===== config.mk =====
export PLATFORM = sky130hd
export DESIGN_NAME = sb_access_arbiter
export DESIGN_NICKNAME = d
export VERILOG_FILES = /design/src/rtl/sb_access_arbiter.sv
export SDC_FILE = /design/constraint.sdc
export NUM_CORES = 1
export LEC_CHECK = 0
export BUFFER_PORTS_ARGS = -buffer_cell sky130_fd_sc_hd__clkbuf_2
export CAP_MARGIN = 25
export CORE_MARGIN = 1
export CORE_UTILIZATION = 51
export CTS_CLUSTER_DIAMETER = 120
export DETAILED_ROUTE_END_ITERATION = 6
export GPL_TIMING_DRIVEN = 0
export PLACE_DENSITY = 0.84
export SYNTH_ARGS = -nofsm -noshare
export SYNTH_HDL_FRONTEND = slang
export SYNTH_SLANG_ARGS = --single-unit

===== constraint.sdc =====
create_clock -name clk -period 3.6 [get_ports clk]
set_input_delay 0.18 -clock clk [delete_from_list [all_inputs] [get_ports clk]]
set_output_delay 0.18 -clock clk [all_outputs]
set_load 0.05 [all_outputs]

===== src/rtl/sb_access_arbiter.sv =====
// sb_access_arbiter: shares one system-bus word port between the debugger and the core,
// with halted-priority / round-robin grant, misalignment rejection and a bus timeout.
`default_nettype none

module sb_access_arbiter #(
  parameter int AW      = 32,
  parameter int DW      = 32,
  parameter int TIMEOUT = 64
) (
  input  logic          clk,
  input  logic          reset,
  input  logic          dbg_req,
  input  logic          dbg_we,
  input  logic [AW-1:0] dbg_addr,
  input  logic [DW-1:0] dbg_wdata,
  output logic          dbg_gnt,
  output logic          dbg_rvalid,
  output logic [DW-1:0] dbg_rdata,
  input  logic          core_req,
  input  logic          core_we,
  input  logic [AW-1:0] core_addr,
  input  logic [DW-1:0] core_wdata,
  output logic          core_gnt,
  output logic          core_rvalid,
  output logic [DW-1:0] core_rdata,
  input  logic          core_halted,
  output logic [AW-1:0] sb_addr,
  output logic [DW-1:0] sb_wdata,
  output logic          sb_read,
  output logic          sb_write,
  input  logic [DW-1:0] sb_rdata,
  input  logic          sb_ready,
  output logic          err,
  output logic          owner,
  output logic          busy
);

  localparam int            CW   = $clog2(TIMEOUT);
  localparam logic [CW-1:0] LAST = CW'(TIMEOUT - 1);

  typedef enum logic [1:0] {
    IDLE   = 2'd0,
    ACCESS = 2'd1,
    RESP   = 2'd2
  } state_t;

  state_t        state;
  logic [CW-1:0] cnt;
  logic          misaligned;
  logic          cur_we;

  logic          win_dbg;
  logic          win_core;
  logic          sel_we;
  logic [AW-1:0] sel_addr;
  logic [DW-1:0] sel_wdata;
  logic          sel_misaligned;

  logic          timed_out;
  logic          done;
  logic          done_err;
  logic [DW-1:0] done_data;

  // owner=1 (core granted last) hands a contested grant to dbg
  always_comb begin
    win_dbg  = 1'b0;
    win_core = 1'b0;
    if (core_halted) begin
      win_dbg  = dbg_req;
      win_core = !dbg_req && core_req;
    end else if (dbg_req && core_req) begin
      win_dbg  = owner;
      win_core = !owner;
    end else begin
      win_dbg  = dbg_req;
      win_core = core_req;
    end
  end

  assign sel_we         = win_core ? core_we    : dbg_we;
  assign sel_addr       = win_core ? core_addr  : dbg_addr;
  assign sel_wdata      = win_core ? core_wdata : dbg_wdata;
  assign sel_misaligned = |sel_addr[1:0];

  // sb_ready on the timeout edge still counts as a normal completion
  assign timed_out = (cnt == LAST);
  assign done      = misaligned || sb_ready || timed_out;
  assign done_err  = misaligned || (!sb_ready && timed_out);
  assign done_data = (done_err || cur_we) ? '0 : sb_rdata;

  assign busy = (state != IDLE);

  always_ff @(posedge clk or negedge reset) begin
    if (!reset) begin
      state       <= IDLE;
      cnt         <= '0;
      misaligned  <= 1'b0;
      cur_we      <= 1'b0;
      owner       <= 1'b1;
      dbg_gnt     <= 1'b0;
      core_gnt    <= 1'b0;
      dbg_rvalid  <= 1'b0;
      core_rvalid <= 1'b0;
      dbg_rdata   <= '0;
      core_rdata  <= '0;
      sb_addr     <= '0;
      sb_wdata    <= '0;
      sb_read     <= 1'b0;
      sb_write    <= 1'b0;
      err         <= 1'b0;
    end else begin
      dbg_gnt     <= 1'b0;
      core_gnt    <= 1'b0;
      dbg_rvalid  <= 1'b0;
      core_rvalid <= 1'b0;
      case (state)
        IDLE: begin
          if (win_dbg || win_core) begin
            state      <= ACCESS;
            owner      <= win_core;
            dbg_gnt    <= win_dbg;
            core_gnt   <= win_core;
            cur_we     <= sel_we;
            misaligned <= sel_misaligned;
            sb_addr    <= sel_addr;
            sb_wdata   <= sel_wdata;
            sb_read    <= !sel_misaligned && !sel_we;
            sb_write   <= !sel_misaligned && sel_we;
            cnt        <= '0;
          end
        end
        ACCESS: begin
          if (done) begin
            state    <= RESP;
            sb_read  <= 1'b0;
            sb_write <= 1'b0;
            err      <= done_err;
            if (owner) begin
              core_rvalid <= 1'b1;
              core_rdata  <= done_data;
            end else begin
              dbg_rvalid <= 1'b1;
              dbg_rdata  <= done_data;
            end
          end else begin
            cnt <= cnt + CW'(1);
          end
        end
        RESP: begin
          state <= IDLE;
          err   <= 1'b0;
          cnt   <= '0;
        end
        default: state <= IDLE;
      endcase
    end
  end

endmodule

`default_nettype wire


==> metrics.txt, run 1 <==
run status=finished, final reports clean; crit path time final=2.14 ns; Mapped Area=7420 sq um; dpl hpwl=17900 microns; FF+latch count, synth=146; Post-synth ARST share=100%; DRC viols=0; full die area=15000 sq um; CTS tree=yes; CTS H-Tree Depth=4; final wirelength=24400 microns; Final Skew=slightly above 0.01 ns; R2R Path Start=owner; maxcap violations=0; GRT Residual Overflow=0; Critical Path RT=~3.4 ns; # resized after CTS=0; Synth Net Count=a little over 900; vias post-DR=7600; combinational power share=a little under three fifths; worst hold slack=0.0108 ns; post-route worst setup slack=1.46 ns; Clock Path Buffers=2; Slew @ Worst Pin=0.711 ns; setup violators final=0; total CTS buffers=17; Mean Syn Cell Area=~10 sq um; element type at the critical path end=primary output; First-pass DRT Iterations=7; synth unique cells=50; Leak=4.77 nW; start point of the worst hold path=sb_rdata[8]; worst skew pair latency=0.42 ns; Net Sw Frac=54.2%; Mapped Cells=743; P_int=4.86 mW; Initial Util=52.8%; Arr. time, crit path=1.96 ns; Post-DP Area=9190 sq um; Setup Buffers After CTS=0; Total GRT Usage=32.6%; Setup crit start kind=flop; total power=10.6 mW; # hold bufs at CTS=2; Post-Route Setup TNS=0 ns; pre-CTS setup slack=1.55 ns; nets=1238; Port Buf Inserts=a little over 300; f_max=467 MHz; endpoints failing hold=0; Power Density=1080 nW/um^2; antenna violations before repair=0; fill cell count=1103; wire per inst=19.3 microns; Most used DFF post-synth=dfrtp_1; CTS Root Cell=clkbuf_16; CTS sink count=146; Die Y=123 microns; core box area=between 10000 and 15000 sq um; Slew headroom=52.3%; Max rail drop VDD=approximately 0.57 mV; # rows=43; share of layout cells above drive strength 1=36.9%; Final Instance Area=slightly below 10000 sq um; CP max FO=10; switching pwr=5.74 mW; I/O Pins=305; Post-synth EDFFs=0; Layout area overhead=32.2%; sequential area share after synthesis=about half; CP startpoint=state[1]; DRT iter0 DRCs=slightly above 600; Flop pwr share=27.0%; first-pass GRT wire length=37400 microns; clock-pin transition on the worst setup and hold timing paths=about 0.07 ns; width of the die=123 microns; Post-DRT Antenna Nets=0; clock power share=16.5%; diodes inserted=0; RSZ-0062 raised after global routing=false; worst hold path type=in2reg; WS Path Type=reg2out; GP Congestion=0.885; Synth Warn #=0; vias in the first global route=7207; Tcrit/Tclk final=59.5%; vias per inst=approximately 6; pin count of the biggest net entering global routing=slightly above 80; count of final max-slew check failures=0
stage by stage:
stage               utilization [%]  std cells
floorplan                         -        743
global placement               65.2       1226
detailed placement             65.5       1227
CTS                            69.8       1261
global route                   69.8       1262
finish                         69.8       1262
power groups by stage:
stage          Combinational [mW]  Sequential [mW]  Clock, mW
3_5_place_dp                 5.96             2.87          0
6_report                     5.99             2.86       1.75
4_1_cts                      5.97             2.85       1.77
2_1_floorplan                1.89             5.36          0
5_1_grt                      6.34             2.94       1.85
3_3_place_gp                 5.87             2.84          0
layout make-up:
cell class              instances  area [sq um]  share of cell area [%]
flip-flops and latches        146          3650                    37.3
multi-input cells             404          2970                    30.3
repair buffers                307          1580                    16.1
clock buffers                  18           439                    4.48
plain buffers                  91           412                    4.20
inverters                     102           383                    3.90
well taps                     180           225                    2.30
clock inverters                14           143                    1.45
per-layer routing:
metal  vias to the layer above  global-route usage (%)  wire length, microns
met5                         -                       0                     0
met4                         0                    14.9                   873
met3                        64                    9.01                  2140
met2                       411                    54.3                 11900
met1                      3637                    39.0                  9510
li1                       3488                       -                     -
cells in the final DEF, fill, tap and decap left out, drive strengths merged, types with 2 or more instances in the layout:
cell type	Yosys	layout
buf	32	33
o211ai	3	3
and4	2	2
dfrtp	145	145
clkinvlp	0	2
nand4	70	70
and3	3	3
o22ai	2	2
nand2	5	5
o21ai	72	72
clkinv	1	4
nor3	6	6
clkbuf	59	380
nor2	8	8
nand3b	2	2
nor3b	4	4
o2111ai	68	68
nand3	66	66
dlygate4sd3	0	3
a41oi	2	2
a211oi	4	4
inv	101	109
o32ai	64	64
nor2b	2	2
kinds of logic after synthesis:
| family | synth area share (%) |
|---|---|
| and+or+nand+nor | 13.8 |
| adders and majority gates | 0.304 |
| AOI/OAI and AO/OA | 25.8 |
| DFF | 49.3 |
| muxes | 0.135 |
| buffers and inverters | 10.7 |
synth_stat cells (8+ instances only):
library cell | instances | share of area [%]
inv_1 | 101 | 5.1
o21ai_0 | 67 | 4.5
o32ai_1 | 34 | 4.0
nand3_1 | 66 | 4.5
o2111ai_1 | 68 | 8.0
buf_2 | 20 | 1.3
clkbuf_1 | 59 | 3.0
o32ai_2 | 30 | 6.6
nand4_1 | 70 | 5.9
dfrtp_1 | 145 | 49
nor2_1 | 8 | 0.40
state kept, by name (all words and copies together), names as in the netlist, 2 cells and up:
name and flops:
cnt 6, sb_wdata 32, state 2, dbg_rdata 32, core_rdata 32, sb_addr 32
critical path: stages (launching register included):
cell	delay [ns]
dfrtp_1	0.37
buf_6	0.13
nor2_1	0.13
clkinv_1	0.29
clkbuf_1	0.32
clkbuf_2	0.30
path summary, 6_finish.rpt:
| kind | endpoint | slack, ns | cells after the start |
|---|---|---|---|
| setup / recovery | busy | 1.46 | 5 |
| hold / removal | dbg_rdata[8] | 0.01 | 3 |
| setup reg to reg | sb_addr[18] | 1.51 | 6 |
| hold reg to reg | sb_addr[16] | 0.51 | 2 |
| max in group asynchronous | owner | 2.47 | 3 |
| min in group asynchronous | dbg_rdata[20] | 0.31 | 2 |
(Power assumes the default switching activity.)
==> run 2: changes to the inputs <==
CORE_UTILIZATION = 49   (was 51)
PLACE_DENSITY = 0.81   (was 0.84)
clock period = 2 ns   (was 3.6 ns; I/O delays follow)
==> run 2 against run 1 <==
  * The flow now finishes with violations (DRC)
  * Worst setup slack worse by 1.4 ns
  * Sequential power is 83% higher
  * Combinational power is 90% higher
  * Via count is 18% higher
  * Core utilization is 8.2 points higher
  * Largest cell class unchanged
==> metrics.txt, run 2 (synthesized netlist as in run 1, its figures left out) <==
run status=finished, violations left; failing checks=DRC; Setup crit end=sb_wdata[28]; register area=3650 sq um (unchanged); Setup crit start kind=flop; CP peak stage delay=0.37 ns (about the same); total CTS buffers=17 (unchanged); RSZ-0062 raised after global routing=true; dpl hpwl=17500 microns (-2.3%); commonest non-fill, non-tap cell in the layout=clkbuf_2; CP startpoint=state[1]; share of layout cells above drive strength 1=33.0% (-3.8 points); WS Path Type=reg2reg; Port Buf Inserts=303 (unchanged); fill cell count=865 (-22%); Arr. time, crit path=2.30 ns (+0.34 ns); Power Density=1740 nW/um^2 (+61%); nets=1391 (+12%); f_max=516 MHz; Final Instance Area=11400 sq um (+17%); post-route worst setup slack=0.0629 ns (-1.40 ns); endpoints failing hold=0 (unchanged); Die Y=125 microns (+2.0%); Tcrit/Tclk final=a little under 100%; reg2reg path depth=7 (+1); CTS H-Tree Depth=4 (unchanged); count of final max-slew check failures=0 (unchanged); Post-DP Area=9200 sq um (about the same); pin count of the biggest net entering global routing=112 (+37%); CTS sink count=146 (unchanged); total power=19.9 mW (+88%); Slew headroom=54.5% (+2.2 points); element type at the critical path end=flop; crit path time final=between 1.5 and 2 ns; Initial Util=50.6% (-2.2 points); wire per inst=21.5 microns (+11%); first-pass GRT wire length=48000 microns (+28%); Final Core Density=78.1% (+8.2 points); GP Congestion=0.916 (+3.5%); DRT iter0 DRCs=971 (+60%); # rows=44 (+2.3%); R2R Path Start=state[1]; vias post-DR=8980 (+18%); DRC viols=45 (+45); most frequent cells in the layout=clkbuf_2 (305), dlygate4sd3_1 (157), dfrtp_1 (145); diodes inserted=0 (unchanged); full die area=15600 sq um (+4.0%); antenna violations before repair=0 (unchanged); Slew @ Worst Pin=0.682 ns (-0.0289 ns); vias per inst=6.33 (+5.1%); crit-path most repeated cell=buf_2; pre-CTS setup slack=-0.0550 ns (-1.61 ns); core box area=14600 sq um (+4.3%); vias in the first global route=9128 (+27%); setup violators final=0 (unchanged); First-pass DRT Iterations=7 (unchanged); worst skew pair latency=0.43 ns (about the same); maxcap violations=0 (unchanged); Setup Buffers After CTS=0 (unchanged); Multi-input gate area=3020 sq um (+1.6%); GRT Residual Overflow=0 (unchanged); Post-DRT Antenna Nets=0 (unchanged); crit path max-delay cell type=dfrtp_1; width of the die=125 microns (+2.0%); CP max FO=19 (+9); CTS tree=yes; I/O Pins=305 (unchanged); Final Skew=0.0156 ns (+0.00534 ns); reg2reg end=sb_wdata[28]; Leak=5.47 nW (+15%); CP Cell Sequence=buf_6 -> nor2_1 -> buf_2 -> buf_4 -> buf_2 -> o2111ai_1 -> nand3_1; Max rail drop VDD=0.964 mV (+69%); final wirelength=30500 microns (+25%); worst hold path type=in2reg; Layout area overhead=54.2%; Clock Path Buffers=2 (unchanged); Reg2Reg Setup Slack=0.06 ns (-1.45 ns); CTS Root Cell=clkbuf_16; clock-pin transition on the worst setup and hold timing paths=0.07 ns (about the same); worst hold slack=0.0129 ns (+0.00207 ns); Total GRT Usage=39.1% (+6.6 points); Critical Path RT=2.37 ns (-1.05 ns)
[run 2: cell types whose count changed in the layout (fill, tap and decap cells not counted), sizes merged]
cell	change
inv	-3
dlygate4sd3	+154
buf	+1
bufinv	+1
[run 2: worst max-delay path: cells and delay by family, from the launching register on]
kind	cells	cell delay [ns]
flops	1	0.37
simple gates	2	0.31
buf+inv	4	1.01
compound gates	1	0.19
[run 2: layer usage]
| metal | vias to the layer above | wire [microns] | GRT usage, % |
|---|---|---|---|
| met3 | 208 | 3140 | 11.1 |
| met5 | - | 0 | 0 |
| met2 | 768 | 14600 | 65.8 |
| met1 | 4202 | 10500 | 43.1 |
| li1 | 3802 | - | - |
| met4 | 0 | 2170 | 26.9 |
[run 2: area by class of cell]
type	count	share of cell area (%)
flip-flops and latches	146	32.0
clock inverters	12	1.26
well taps	184	2.01
plain buffers	90	3.61
repair buffers	461	27.3
inverters	102	3.36
clock buffers	20	4.08
multi-input cells	404	26.4
[run 2: worst min path at each step]
stage	cells past startpoint	end	start	slack, ns
after floorplan	0	cnt[0]	reset	-0.20
after global placement	3	dbg_rdata[4]	sb_rdata[4]	0.35
after detailed placement	1	core_rdata[22]	reset	0.02
after CTS	3	dbg_gnt	core_halted	0.007
after global routing	3	sb_addr[1]	dbg_addr[1]	0.03
final	3	cur_we	core_we	0.01
[run 2: report_power, final]
group | switching (mW) | internal (mW) | leakage [nW] | total [mW]
logic | 8.56 | 2.83 | 3.28 | 11.4
clock network | 1.34 | 1.96 | 0.296 | 3.31
registers | 0.878 | 4.34 | 1.90 | 5.22
total | 10.8 | 9.14 | 5.47 | 19.9
[run 2: what timing repair did]
item	CTS	global route
cloned	0	0
resized for setup	3	16
hold endpoints to repair	161	0
hold buffers	157	0
endpoints found under the setup margin	41	65
[run 2: stage by stage]
stage | setup TNS [ns] | std cells
4_1_cts | 0 | 1420
6_report | 0 | 1419
2_1_floorplan | 0 | 743
3_3_place_gp | -241.74 | 1230
5_1_grt | -0.00609 | 1419
3_5_place_dp | -0.857 | 1231
==> run 3: changes to the inputs <==
SETUP_SLACK_MARGIN = 0.1   (was default)
==> run 3 against run 2 <==
  * The flow still finishes with violations (DRC)
  * Final cell count up 0.14%
  * Sequential share of layout area down 0.12 points
  * Critical path depth down 1
  * First-iteration DRC count up 13%
  * Via count up 0.41%
  * Final area up 0.36%
  * Routed wire length up 0.20%
==> metrics.txt, run 3 (synthesized netlist as in run 1, its figures left out) <==
endpoints failing hold=0 (unchanged); element type at the critical path end=flop; start point of the worst hold path=core_halted; Hold Path Stages=3 (unchanged); core box area=14600 sq um (unchanged); crit path max-delay cell type=dfstp_2; vias per inst=6.35 (+0.27%); crit path time final=1.86 ns (-0.0790 ns); Slew headroom=54.3% (-0.24 points); CTS Root Cell=clkbuf_16; CTS sink count=146 (unchanged); clock-pin transition on the worst setup and hold timing paths=0.07 ns (about the same); run status=finished, violations left; Port Buf Inserts=303 (unchanged); pre-CTS setup slack=-0.0550 ns (unchanged); vias post-DR=9017 (+0.41%); reg2reg end=sb_wdata[27]; most frequent cells in the layout=clkbuf_2 (306), dlygate4sd3_1 (157), dfrtp_1 (145); DRC viols=45 (unchanged); Tcrit/Tclk final=92.9% (-4.0 points); full die area=15600 sq um (unchanged); Final Skew=0.0170 ns (+0.00147 ns); CP peak stage delay=0.59 ns (+0.22 ns); failing checks=DRC; R2R Path Start=owner; Crit. path cell count=6 (-1); Post-DRT Antenna Nets=0 (unchanged); First-pass DRT Iterations=7 (unchanged); Power Density=1740 nW/um^2 (about the same); WS Path Type=reg2reg; maxcap violations=0 (unchanged); GRT Residual Overflow=0 (unchanged); delay-heaviest family, CP=buffers and inverters; Critical Path RT=2.36 ns (about the same); Arr. time, crit path=2.22 ns (-0.08 ns); setup violators final=0 (unchanged); CTS H-Tree Depth=4 (unchanged); pin count of the biggest net entering global routing=112 (unchanged); CP max FO=10 (-9); Max rail drop VDD=0.962 mV (-0.26%); nets=1393 (+0.14%); I/O Pins=305 (unchanged); WP buf/inv=3 (-1); Slew @ Worst Pin=0.685 ns (+0.00354 ns); final wirelength=30500 microns (+0.20%); Layout area overhead=54.7%; RSZ-0062 raised after global routing=true; share of layout cells above drive strength 1=33.4% (+0.35 points); Leak=5.49 nW (+0.36%); width of the die=125 microns (unchanged); commonest non-fill, non-tap cell in the layout=clkbuf_2; Clock Path Buffers=2 (unchanged); Initial Util=50.6% (unchanged); dpl hpwl=17500 microns (unchanged); antenna violations before repair=0 (unchanged); CP Cell Sequence=or2_2 -> clkbuf_1 -> clkbuf_4 -> buf_2 -> o2111ai_1 -> nand3_1; reg2reg path depth=6 (-1); worst hold slack=0.0290 ns (+0.0162 ns); worst hold path type=in2reg; vias in the first global route=9127 (-0.011%); DRT iter0 DRCs=1098 (+13%); first-pass GRT wire length=48100 microns (+0.11%); wire per inst=21.5 microns (about the same); Inst Count DP=1231 (unchanged); f_max=538 MHz (+4.3%); # rows=44 (unchanged); Total GRT Usage=39.1% (about the same); total power=20.0 mW (+0.44%); Setup crit start kind=flop; total CTS buffers=17 (unchanged); worst hold path endpoint=dbg_gnt; Final Core Density=78.3% (+0.28 points); count of final max-slew check failures=0 (unchanged); CTS tree=yes; Die Y=125 microns (unchanged); worst skew pair latency=0.43 ns (about the same); post-route worst setup slack=0.142 ns (+0.0790 ns); Final Non-Filler Cells=1421 (+0.14%); Reg2Reg Setup Slack=0.14 ns (+0.08 ns); diodes inserted=0 (unchanged); GP Congestion=0.916 (unchanged)
## run 3: timing repair
action / CTS / global route
hold endpoints to repair: 161 / 0
pin swaps: 0 / 1
hold buffers: 157 / 0
resized for setup: 9 / 19
setup endpoints to repair: 119 / 94
buffers inserted: 0 / 1
## run 3: worst max-delay path by stage
stage | slack, ns | endpoint | from
after floorplan | 0.24 | core_rdata[10] | owner
after global placement | -1.67 | sb_addr[5] | reset
after detailed placement | -0.06 | sb_addr[14] | owner
after CTS | 0.03 | busy | state[1]
after global routing | 0.04 | dbg_rdata[22] | state[0]
final | 0.14 | sb_wdata[27] | owner
## run 3: stage by stage
| step | cell area (sq um) | setup TNS (ns) |
|---|---|---|
| 2_1_floorplan | 7420 | 0 |
| 3_3_place_gp | 9160 | -241.74 |
| 3_5_place_dp | 9200 | -0.857 |
| 4_1_cts | 11400 | 0 |
| 5_1_grt | 11500 | 0 |
| 6_report | 11500 | 0 |
## run 3: cell type report
cell class	instances	area (sq um)
fill	857	3170
multi-input combinational	404	3020
clock buffer	20	467
timing repair buffer	462	3130
buffer	91	429
inverter	102	397
sequential	146	3650
tap	184	230
clock inverter	12	144
## run 3: layer usage
layer,vias up,share of wire [%],global-route usage [%]
li1,3796,-,-
met1,4190,34,43.0
met2,806,48,66.0
met3,225,11,11.2
met4,0,7.2,26.6
met5,-,0,0
## run 3: where the power goes
group / internal, mW / switching, mW / leakage, nW
Combinational: 2.90 / 8.57 / 3.30
Clock: 1.96 / 1.35 / 0.296
Sequential: 4.34 / 0.882 / 1.90
## run 3: worst reg2reg max path, stage by stage, from the launching register on
cell,delay (ns)
dfstp_2,0.59
or2_2,0.12
clkbuf_1,0.20
clkbuf_4,0.28
buf_2,0.28
o2111ai_1,0.18
nand3_1,0.16
